## config.mk

```make
export PLATFORM = sky130hd
export DESIGN_NAME = rx_frame_capture
export DESIGN_NICKNAME = d
export VERILOG_FILES = /design/src/rtl/rx_frame_capture.sv
export SDC_FILE = /design/constraint.sdc
export NUM_CORES = 1
export LEC_CHECK = 0
export CAP_MARGIN = 25
export CORE_MARGIN = 5
export CORE_UTILIZATION = 48
export DETAILED_ROUTE_END_ITERATION = 7
export GPL_TIMING_DRIVEN = 0
export PLACE_DENSITY = 0.65
export SLEW_MARGIN = 20
export SYNTH_ARGS = -nofsm -noshare
export SYNTH_HDL_FRONTEND = slang
export SYNTH_SLANG_ARGS = --single-unit
```

## constraint.sdc

```tcl
create_clock -name rx_clk -period 5.3 [get_ports rx_clk]
set_clock_uncertainty 0.05 [all_clocks]
set_input_delay 1.325 -clock rx_clk [delete_from_list [all_inputs] [get_ports rx_clk]]
set_output_delay 1.325 -clock rx_clk [all_outputs]
set_load 0.1 [all_outputs]
```

## src/rtl/rx_frame_capture.sv

```systemverilog
// RX frame catcher: captures the head of each MAC RX frame, extracts a sequence number and reports per frame.
// Define RX_FRAME_CAPTURE_STATS_EN to add saturating good/bad/oversize frame counters.
module rx_frame_capture #(
    parameter int CAPTURE_BYTES  = 64,
    parameter int LEN_W          = 14,
    parameter int SEQ_OFFSET     = 14,
    parameter int STATUS_TIMEOUT = 16,
    localparam int AW            = $clog2(CAPTURE_BYTES)
) (
    input  logic             rx_clk,
    input  logic             reset,
    input  logic             cfg_jumbo_en,
    input  logic             cfg_no_chk_crc,
    output logic             conf_rx_en,
    output logic             conf_rx_no_chk_crc,
    output logic             conf_rx_jumbo_en,
    input  logic [7:0]       mac_rx_data,
    input  logic             mac_rx_dvld,
    input  logic             mac_rx_goodframe,
    input  logic             mac_rx_badframe,
    output logic             frm_valid,
    input  logic             frm_ready,
    output logic [LEN_W-1:0] frm_len,
    output logic             frm_good,
    output logic             frm_oversize,
    output logic [31:0]      frm_seq,
    output logic [15:0]      frm_drop_cnt,
`ifdef RX_FRAME_CAPTURE_STATS_EN
    output logic [31:0]      stat_good_cnt,
    output logic [31:0]      stat_bad_cnt,
    output logic [31:0]      stat_oversize_cnt,
`endif
    input  logic [AW-1:0]    buf_rd_addr,
    output logic [7:0]       buf_rd_data
);

    localparam int TW = $clog2(STATUS_TIMEOUT + 1);

    typedef enum logic [2:0] {
        S_RESET,
        S_IDLE,
        S_DATA,
        S_STATUS,
        S_REPORT,
        S_DISCARD,
        S_DISC_STATUS
    } state_t;

    state_t           state_q, state_d;
    logic [LEN_W-1:0] len_q, len_d;
    logic [31:0]      seq_q, seq_d;
    logic [TW-1:0]    timer_q, timer_d;
    logic             frm_valid_q, frm_valid_d;
    logic [LEN_W-1:0] frm_len_q, frm_len_d;
    logic             frm_good_q, frm_good_d;
    logic             frm_oversize_q, frm_oversize_d;
    logic [31:0]      frm_seq_q, frm_seq_d;
    logic [15:0]      drop_cnt_q, drop_cnt_d;
    logic             conf_rx_en_q, conf_crc_q, conf_jumbo_q;
    logic [7:0]       buf_rd_data_q;

    logic             wr_en;
    logic [AW-1:0]    wr_addr;
    logic [7:0]       wr_data;
    logic             fin, fin_good, ovs, drop;
    logic             status_seen, accept;
    logic [7:0]       rd_word;

    logic [7:0]       mem [CAPTURE_BYTES];

    assign status_seen = mac_rx_goodframe | mac_rx_badframe;
    assign accept      = frm_valid_q & frm_ready;
    // Oversize uses the saturated length and the jumbo setting the MAC actually sees.
    assign ovs         = int'(len_q) > (conf_jumbo_q ? 9018 : 1518);

    always_comb begin
        state_d        = state_q;
        len_d          = len_q;
        seq_d          = seq_q;
        timer_d        = timer_q;
        frm_valid_d    = frm_valid_q;
        frm_len_d      = frm_len_q;
        frm_good_d     = frm_good_q;
        frm_oversize_d = frm_oversize_q;
        frm_seq_d      = frm_seq_q;
        drop_cnt_d     = drop_cnt_q;
        wr_en          = 1'b0;
        wr_addr        = len_q[AW-1:0];
        wr_data        = mac_rx_data;
        fin            = 1'b0;
        fin_good       = 1'b0;
        drop           = 1'b0;

        if (accept) begin
            frm_valid_d = 1'b0;
        end

        case (state_q)
            S_RESET: state_d = S_IDLE;
            S_IDLE: begin
                if (mac_rx_dvld) begin
                    if (frm_valid_q) begin
                        state_d = S_DISCARD;
                    end else begin
                        state_d = S_DATA;
                        wr_en   = 1'b1;
                        wr_addr = '0;
                        len_d   = LEN_W'(1);
                        seq_d   = (SEQ_OFFSET == 0) ? {24'd0, mac_rx_data} : 32'd0;
                    end
                end
            end
            S_DATA: begin
                if (mac_rx_dvld) begin
                    if (len_q != '1) begin
                        len_d = len_q + 1'b1;
                    end
                    if (int'(len_q) < CAPTURE_BYTES) begin
                        wr_en = 1'b1;
                    end
                    if (int'(len_q) >= SEQ_OFFSET && int'(len_q) < SEQ_OFFSET + 4) begin
                        seq_d = {seq_q[23:0], mac_rx_data};
                    end
                end else begin
                    // A status pulse coincident with the end of data is honoured immediately.
                    timer_d  = '0;
                    fin      = status_seen;
                    fin_good = mac_rx_goodframe & ~mac_rx_badframe;
                    if (!status_seen) begin
                        state_d = S_STATUS;
                    end
                end
            end
            S_STATUS: begin
                fin_good = mac_rx_goodframe & ~mac_rx_badframe;
                if (status_seen || timer_q == TW'(STATUS_TIMEOUT - 1)) begin
                    fin = 1'b1;
                end else begin
                    timer_d = timer_q + 1'b1;
                end
            end
            S_REPORT: begin
                if (mac_rx_dvld) begin
                    state_d = S_DISCARD;
                end else if (accept) begin
                    state_d = S_IDLE;
                end
            end
            S_DISCARD: begin
                if (!mac_rx_dvld) begin
                    timer_d = '0;
                    if (status_seen) begin
                        drop = 1'b1;
                    end else begin
                        state_d = S_DISC_STATUS;
                    end
                end
            end
            S_DISC_STATUS: begin
                if (status_seen || timer_q == TW'(STATUS_TIMEOUT - 1)) begin
                    drop = 1'b1;
                end else begin
                    timer_d = timer_q + 1'b1;
                end
            end
            default: state_d = S_IDLE;
        endcase

        if (fin) begin
            state_d        = S_REPORT;
            frm_valid_d    = 1'b1;
            frm_len_d      = len_q;
            frm_oversize_d = ovs;
            frm_good_d     = fin_good & ~ovs;
            frm_seq_d      = (int'(len_q) >= SEQ_OFFSET + 4) ? seq_q : 32'd0;
        end
        if (drop) begin
            state_d = S_IDLE;
            if (drop_cnt_q != 16'hFFFF) begin
                drop_cnt_d = drop_cnt_q + 1'b1;
            end
        end
    end

    always_ff @(posedge rx_clk or posedge reset) begin
        if (reset) begin
            state_q        <= S_RESET;
            len_q          <= '0;
            seq_q          <= '0;
            timer_q        <= '0;
            frm_valid_q    <= 1'b0;
            frm_len_q      <= '0;
            frm_good_q     <= 1'b0;
            frm_oversize_q <= 1'b0;
            frm_seq_q      <= '0;
            drop_cnt_q     <= '0;
            conf_rx_en_q   <= 1'b0;
            conf_crc_q     <= 1'b0;
            conf_jumbo_q   <= 1'b0;
        end else begin
            state_q        <= state_d;
            len_q          <= len_d;
            seq_q          <= seq_d;
            timer_q        <= timer_d;
            frm_valid_q    <= frm_valid_d;
            frm_len_q      <= frm_len_d;
            frm_good_q     <= frm_good_d;
            frm_oversize_q <= frm_oversize_d;
            frm_seq_q      <= frm_seq_d;
            drop_cnt_q     <= drop_cnt_d;
            conf_rx_en_q   <= 1'b1;
            conf_crc_q     <= cfg_no_chk_crc;
            conf_jumbo_q   <= cfg_jumbo_en;
        end
    end

    // Capture array carries no reset so it maps onto block RAM.
    always_ff @(posedge rx_clk) begin
        if (wr_en) begin
            mem[wr_addr] <= wr_data;
        end
    end

    generate
        if (CAPTURE_BYTES == (1 << AW)) begin : g_rd_pow2
            assign rd_word = mem[buf_rd_addr];
        end else begin : g_rd_guard
            assign rd_word = (int'(buf_rd_addr) < CAPTURE_BYTES) ? mem[buf_rd_addr] : 8'h00;
        end
    endgenerate

    always_ff @(posedge rx_clk or posedge reset) begin
        if (reset) begin
            buf_rd_data_q <= 8'h00;
        end else begin
            buf_rd_data_q <= rd_word;
        end
    end

`ifdef RX_FRAME_CAPTURE_STATS_EN
    logic [31:0] stat_good_q, stat_good_d;
    logic [31:0] stat_bad_q, stat_bad_d;
    logic [31:0] stat_ovs_q, stat_ovs_d;

    // A good-status oversize frame counts only as oversize.
    always_comb begin
        stat_good_d = stat_good_q;
        stat_bad_d  = stat_bad_q;
        stat_ovs_d  = stat_ovs_q;
        if (fin) begin
            if (fin_good && !ovs && stat_good_q != '1) begin
                stat_good_d = stat_good_q + 1'b1;
            end
            if (!fin_good && stat_bad_q != '1) begin
                stat_bad_d = stat_bad_q + 1'b1;
            end
            if (ovs && stat_ovs_q != '1) begin
                stat_ovs_d = stat_ovs_q + 1'b1;
            end
        end
    end

    always_ff @(posedge rx_clk or posedge reset) begin
        if (reset) begin
            stat_good_q <= '0;
            stat_bad_q  <= '0;
            stat_ovs_q  <= '0;
        end else begin
            stat_good_q <= stat_good_d;
            stat_bad_q  <= stat_bad_d;
            stat_ovs_q  <= stat_ovs_d;
        end
    end

    assign stat_good_cnt     = stat_good_q;
    assign stat_bad_cnt      = stat_bad_q;
    assign stat_oversize_cnt = stat_ovs_q;
`endif

    assign conf_rx_en         = conf_rx_en_q;
    assign conf_rx_no_chk_crc = conf_crc_q;
    assign conf_rx_jumbo_en   = conf_jumbo_q;
    assign frm_valid          = frm_valid_q;
    assign frm_len            = frm_len_q;
    assign frm_good           = frm_good_q;
    assign frm_oversize       = frm_oversize_q;
    assign frm_seq            = frm_seq_q;
    assign frm_drop_cnt       = drop_cnt_q;
    assign buf_rd_data        = buf_rd_data_q;

endmodule

```

; ---- Word-level counts from Yosys, hierarchy flattened
; Memory sizes are Yosys's and may differ from the RTL's. A register that Yosys moved wholly into a read port is not among the register bits.
; Cells that the tools add are included.
; W data, S select, Z words.
[totals]
register_bits = 122
latch_bits = 0
ram_bits = 512
romBits = 0
inputBits = 22
output_inout_bits = 76
word_cells = 109
n_memories = 1
[op_classes]
add_sub_neg = 3
multipliers = 0
div = 0
n_lt_le_gt_ge = 5
eq_ne = 23
shift = 0
mux = 46
n_bitwise = 6
reduce_logical = 12
[memory_table]
columns = name, depth, word_bits, rd, rd_clocked_by_memory_dff, write_ports, line_no
row1 = mem, 64, 8, 1, 1, 1, 69  ; logic [7:0] mem [CAPTURE_BYTES];
[op_table]
columns = cell, n
row1 = $mux W32, 5
row2 = $mux W14, 5
row3 = $pmux W32 S2, 1
row4 = $mux W3, 10
row5 = $pmux W14 S2, 1
row6 = $ne A4 B4 Y1 const B, 5
row7 = $mux W6, 3
row8 = $add A16 B1 Y16 const B, 1
row9 = $ne A16 B16 Y1 const B, 1
row10 = $pmux W3 S5, 1
row11 = $add A14 B1 Y14 const B, 1
row12 = $ge A14 B4 Y1 const B, 1
row13 = $ge A14 B5 Y1 const B, 1
row14 = $gt A14 B14 Y1, 1
row15 = $lt A14 B5 Y1 const B, 1
row16 = $lt A14 B7 Y1 const B, 1
row17 = $ne A14 B14 Y1 const B, 1
row18 = $ne A2 B2 Y1 const B, 7
row19 = $mux W1, 13
row20 = $mux W5, 2
row21 = $pmux W5 S2, 1
row22 = $reduce_and A5 Y1, 2
row23 = $eq A3 B3 Y1 const B, 3
row24 = $pmux W1 S2, 4
row25 = other kinds (16), 23

; ---- Depth between registers and ports, before layout
; Gate-level depths: netlist (run 1).
[depth]
ltp_word = 6
depth_mapped = 10
mapped_depth_nobuf = 8

; ---- Worst setup path after synthesis (run 1)
; OpenSTA, ideal clock, no wires.
[synth_path]
path_type = input to register
startpoint = input mac_rx_dvld
endpoint = memory mem[7][0] (enable)
setup_time_ps = 395
arrival_ps = 3257
required_time_ps = 4855
setup_slack_ps = 1598
cell_stages = 6
n_path_buf = 2
path_cell_list = clkbuf_1 -> nand2b_1 -> nor2_1 -> or3_1 -> clkbuf_1 -> nor4_1
[synth_between]
elab_chain_cells = 4
elab_cells_between_ends = 7
classes_between = mux: 7
[synth_rtl]
columns = element, line_no
row1 = "start, declared", 18  ; input logic mac_rx_dvld,
row2 = $mux W1 (on tied branches), "114, 101"
row3 = $pmux W1 S2, 98  ; case (state_q)
row4 = $mux W1, 219  ; if (wr_en) begin
row5 = $mux W1 (implied by the code), 220  ; mem[wr_addr] <= wr_data;
row6 = "end, declared", 69
; Parallel ways exist; a longest one is shown, timed or not.

==> qor.csv, run 1 <==
metric,value,unit
status,finished clean,
crit_type,in2reg,
rr_startpoint,state_q[2],
r2r_end,mem[28][6],
holdCritPathClass,reg2reg,
fmax,240,MHz
syn2layout_area_growth,16.1,%
diodes,0,
yosys.area_share.simple,5.20,%
startpoint_type,input pin,
cts_inserted_buffers,69,
power_per_cell_area,399,nW/um^2
design_area,29900,um^2
dpl-instance-area,27700,um^2
hold_buffers,0,
grt_max_degree,83,
tightestPinTransition,1.03,ns
endpoint,buf_rd_data[4],
viasPerCell,5.95,
p_leak,0.0104,uW
ios,98,
clockRootBuffer,clkbuf_16,
tns,0,ns
synthArstFlopShare,20.2,%
end_kind,register,
cp.required,5.67,ns
max_slew_margin,31.4,%
antenna_found_initial,0,
synth_fp_nets,1477,
vias,14012,
whs,0.443,ns
rows,84,
totalWireLength,60700,um
post_drt_wl_per_cell,25.8,um
synth_top_family_by_area,multiplexers,
synthMuxAreaShare,15.0,%
min_period_over_period,78.7,%
ff2ff_path_depth,6,
cts_resized,0,
cts_tree,done,
seq_area_frac_synth,72.3,%
critPathLaunch,buf_rd_addr[1],
rsz0062_at_grt,false,
synth_cells,1443,
ys_warn_count,0,
synth-xor-area-share,0.612,%
initial_utilization,48.7,%
slew_violations,0,
critical_path.cell_chain,clkdlybuf4s50_1 > buf_4 > buf_2 > buf_2 > buf_4 > mux2i_1 > o22ai_1 > a21oi_1 > o31ai_1,
cts_max_level,3,
synth_compound_area_share,4.15,%
setup-violations-final,0,
first_iter_violations,1358,
grt_usage,20.7,%
overflow,0,
ys.flop_type,edfxtp_1,
cts.reportedPaths.clkPinSlew,0.06,ns
cp_max_fo,10,
clk_path_buf_depth,3,
synth_edf_count,512,
slowest_stage,clkdlybuf4s50_1,
place_congestion,0.956,
synth.avg_cell_area,17.8,um^2
period_needed,4.17,ns
max_cap_violations,0,
drc,0,
grt_pass1_vias,14467,
max_stage_delay,0.56,ns
clock-sinks,642,
dieArea,58400,um^2
ys_types,66,
core-area,52900,um^2
final_net_count,1652,
r2r_slack,1.55,ns
clock_latency,0.59,ns
hold_violations,0,
synth_seq_cells,642,
arrival,4.54,ns
die_w,242,um
drive_gt1_share,18.7,%
synth_area,25800,um^2
synthAdderAreaFrac,0.583,%
final_core_util,56.5,%
dr.pass1.iters,7,
die_y,242,um
cts_setup_buffers,0,
dpl.hpwl,40300,um
ant_nets,0,
ir_drop,0.491,mV
grt_pass1_wl,92200,um
numPortBuffers,94,
==> cells by family (layout without fill, tap and decap cells) <==
kind of cell,Yosys count,after routing
DFF,642,642
xor gates and xnor gates,18,18
and+or+nand+nor,277,277
buffers and inverters,124,349
other,1,1
muxes,219,219
AOI/OAI and AO/OA,150,150
adders and majority gates,12,12
==> power by group <==
| part | internal [uW] | switching [uW] | total (uW) |
|---|---|---|---|
| logic | 466 | 1100 | 1570 |
| registers | 5590 | 121 | 5710 |
| clock network | 2750 | 1890 | 4640 |
| total | 8810 | 3110 | 11900 |
==> cell usage after synthesis, types with 9 or more instances <==
cell,number,area [um^2]
mux4_2,133,3000
xor2_1,16,140
buf_2,23,115
dfrtp_1,130,3250
mux2i_1,71,711
a22o_1,33,289
nand3_1,16,80.1
ha_1,12,150
mux2_2,15,169
nor2b_1,9,56.3
nand2_1,67,251
buf_4,10,75.1
inv_1,47,176
o21ai_0,41,205
nor3_1,16,80.1
nor2_1,97,364
nand2b_1,11,68.8
edfxtp_1,512,15400
clkbuf_1,41,154
or3_1,14,87.6
a21oi_1,22,110
==> layout by cell type, fill, tap and decap left out, types with 21 or more instances in the layout <==
cell	instances
a21oi_1	21
a22o_1	33
buf_2	29
clkbuf_1	61
clkbuf_16	71
clkdlybuf4s50_1	86
dfrtp_1	130
edfxtp_1	512
inv_1	46
mux2i_1	71
mux4_2	133
nand2_1	67
nor2_1	97
o21ai_0	41
==> cell type report <==
cell class,count,area (um^2)
Timing Repair Buffer,104,1080
Buffer,77,355
Tap cell,688,861
Multi-Input combinational cell,677,6610
Inverter,47,184
Fill cell,4049,23000
Clock buffer,94,1890
Clock inverter,27,277
Sequential cell,642,18600
==> metrics by stage <==
stage | setup WS, ns | std cells | total power, uW
floorplan | 0.456 | 1443 | 6880
global placement | -1.80 | 2225 | 7340
detailed placement | 0.579 | 2235 | 7370
CTS | 1.21 | 2356 | 12000
global route | 1.10 | 2356 | 12400
finish | 1.13 | 2356 | 11900
==> critical path: cells and delay by family <==
family                 cells  cell delay (ns)
AO/OA/AOI/OAI              3             0.88
buffers and inverters      5             1.99
multiplexers               1             0.33
==> flip-flops by register name (all words and copies together) (netlist names) <==
register and flops:
timer_q 5, conf_rx_en 1, frm_valid 1, frm_good 1
buf_rd_data 8, seq_q 32, frm_len 14, mem 512
frm_seq 32, conf_rx_no_chk_crc 1, frm_drop_cnt 16, frm_oversize 1
conf_rx_jumbo_en 1, state_q 3, len_q 14
==> layer usage <==
layer	vias to the layer above	share of wire, %	global-route usage, %
met1	7306	42	29.1
li1	6041	-	-
met4	0	2.4	5.17
met2	564	48	33.3
met3	101	7.4	4.89
met5	-	0	0
==> how the worst min path moves through the flow <==
| stage | startpoint | end | slack [ns] | cells after the start |
|---|---|---|---|---|
| after floorplan | seq_q[24] | frm_seq[24] | 0.42 | 1 |
| after global placement | frm_len[3] | frm_len[3] | 0.42 | 2 |
| after detailed placement | frm_oversize | frm_oversize | 0.42 | 2 |
| after CTS | seq_q[30] | frm_seq[30] | 0.44 | 1 |
| after global routing | frm_seq[23] | frm_seq[23] | 0.46 | 1 |
| final | frm_len[11] | frm_len[11] | 0.44 | 2 |
No activity file was read; power rests on OpenSTA's default activity.
==> run 2: changes to the inputs <==
==> constraint.sdc (replaced) <==
create_clock -name rx_clk -period 4.35 [get_ports rx_clk]
set_clock_uncertainty 0.05 [all_clocks]
set_input_delay 1.0875 -clock rx_clk [delete_from_list [all_inputs] [get_ports rx_clk]]
set_output_delay 1.0875 -clock rx_clk [all_outputs]
set_load 0.1 [all_outputs]
==> qor.csv, run 2 (synthesis gave the netlist of run 1 again) <==
metric,value,unit
p_sw_share,26.4,%
arrival,4.12,ns
stdcell_count,2362,
dr.pass1.iters,5,
multi_input_area,6620,um^2
critical_path.cell_chain,clkdlybuf4s50_1 > buf_4 > buf_2 > buf_2 > buf_4 > mux2i_1 > o22ai_1 > a21oi_1 > o31ai_1,
initial_utilization,48.7,%
hp-start,seq_q[30],
min_to,frm_seq[30],
final_common_cell,edfxtp_1,
comb_power_share,13.3,%
numPortBuffers,94,
clk_path_buf_depth,3,
drc,0,
clockRootBuffer,clkbuf_16,
p_leak,0.0104,uW
rr_startpoint,state_q[2],
end_kind,register,
hold_buffers,0,
fmax,268,MHz
slowest_stage,clkdlybuf4s50_1,
cts_inserted_buffers,67,
hold_depth,1,
ant_nets,0,
tightestPinTransition,1.03,ns
power_per_cell_area,480,nW/um^2
whs,0.438,ns
hold_violations,0,
dpl.hpwl,40200,um
regArea,18600,um^2
cp_num_buf_inv,5,
clkPwrFrac,38.2,%
setup-violations-final,0,
crit_type,in2reg,
grt_pass1_vias,14425,
antenna_found_initial,0,
intPower,10600,uW
p_total,14300,uW
r2r_slack,0.62,ns
r2r_end,mem[4][7],
viasPerCell,5.91,
holdCritPathClass,reg2reg,
final_net_count,1653,
drive_gt1_share,18.8,%
power_frac_seq,48.5,%
diodes,0,
slew_violations,0,
cts_tree,done,
period_needed,3.73,ns
die_w,242,um
fill_cells,4036,
vias,13969,
die_y,242,um
p_switching,3780,uW
grt_max_degree,66,
max_slew_margin,31.3,%
max_cap_violations,0,
place_congestion,0.905,
regMostFlops,mem,
cts_setup_buffers,0,
tns,0,ns
clock-sinks,642,
grt_usage,20.7,%
cts_max_level,3,
most-common-layout-cells,"512 x edfxtp_1, 133 x mux4_2, 130 x dfrtp_1, 97 x nor2_1, 86 x clkdlybuf4s50_1",
ff2ff_path_depth,6,
status,finished clean,
grt_pass1_wl,91700,um
ios,98,
first_iter_violations,1383,
totalWireLength,60700,um
crit_family,buffers and inverters,
ir_drop,0.606,mV
cp_max_fo,10,
syn2layout_area_growth,16.1,%
clock_latency,0.59,ns
min_period_over_period,85.7,%
cts.reportedPaths.clkPinSlew,0.06,ns
post_drt_wl_per_cell,25.7,um
rsz0062_at_grt,false,
cp.required,4.74,ns
max_stage_delay,0.57,ns
place_inst,2238,
core-area,52900,um^2
cts_resized,0,
largest_reg_flops,512,
startpoint_type,input pin,
rows,84,
dieArea,58400,um^2
overflow,0,
==> run 2: cell types whose count changed in the layout (fill, tap and decap cells not counted), sizes merged <==
cell / previous run / this run
bufinv: 5 / 2
clkinv: 18 / 16
buf: 54 / 57
clkinvlp: 2 / 4
clkbuf: 135 / 141
==> run 2: how the worst max path moves through the flow <==
stage	from	endpoint	slack, ns	cells past startpoint
after detailed placement	buf_rd_addr[1]	buf_rd_data[4]	-0.03	9
final	buf_rd_addr[1]	buf_rd_data[3]	0.62	9
after CTS	buf_rd_addr[1]	buf_rd_data[4]	0.59	9
after global placement	mac_rx_dvld	mem[6][5]	-0.36	5
after global routing	state_q[2]	mem[22][7]	0.48	6
after floorplan	mac_rx_dvld	mem[7][0]	0.89	6
==> run 2: layer usage <==
layer	share of wire, %	vias to the layer above	global-route usage (%)
met3	8.1	99	4.93
met5	0	-	0
met1	42	7238	30.0
met4	2.4	0	5.45
met2	47	584	32.2
li1	-	6048	-
==> run 2: final cells by class <==
cell class	instances	area share [%]
clock inverters	24	0.707
repair buffers	107	3.85
well taps	688	2.88
flip-flops and latches	642	62.3
plain buffers	77	1.19
multi-input cells	677	22.1
clock buffers	100	6.36
inverters	47	0.603
==> run 2: power by group through the flow <==
| stage | Clock (uW) | Sequential [uW] | Combinational, uW |
|---|---|---|---|
| after floorplan | 0 | 7540 | 844 |
| after global placement | 0 | 7090 | 1860 |
| after detailed placement | 0 | 7080 | 1920 |
| after CTS | 5580 | 6950 | 1930 |
| after global routing | 5840 | 6980 | 2050 |
| final | 5480 | 6950 | 1910 |
==> run 2: worst register-to-register path, cell delays in order, from the launching register on <==
cell      delay (ns)
dfrtp_1         0.36
clkbuf_1        0.19
nor3b_2         0.51
nand4_1         0.23
nor2_1          0.33
nand3b_1        0.70
nor2_1          1.00
==> run 2: stage by stage <==
step / setup slack [ns] / utilization (%) / instance area, um^2
3_5_place_dp: -0.0288 / 52.6 / 27800
5_1_grt: 0.478 / 56.6 / 29900
4_1_cts: 0.587 / 56.6 / 29900
3_3_place_gp: -0.359 / 52.1 / 27600
2_1_floorplan: 0.885 / - / 25800
6_report: 0.621 / 56.6 / 29900
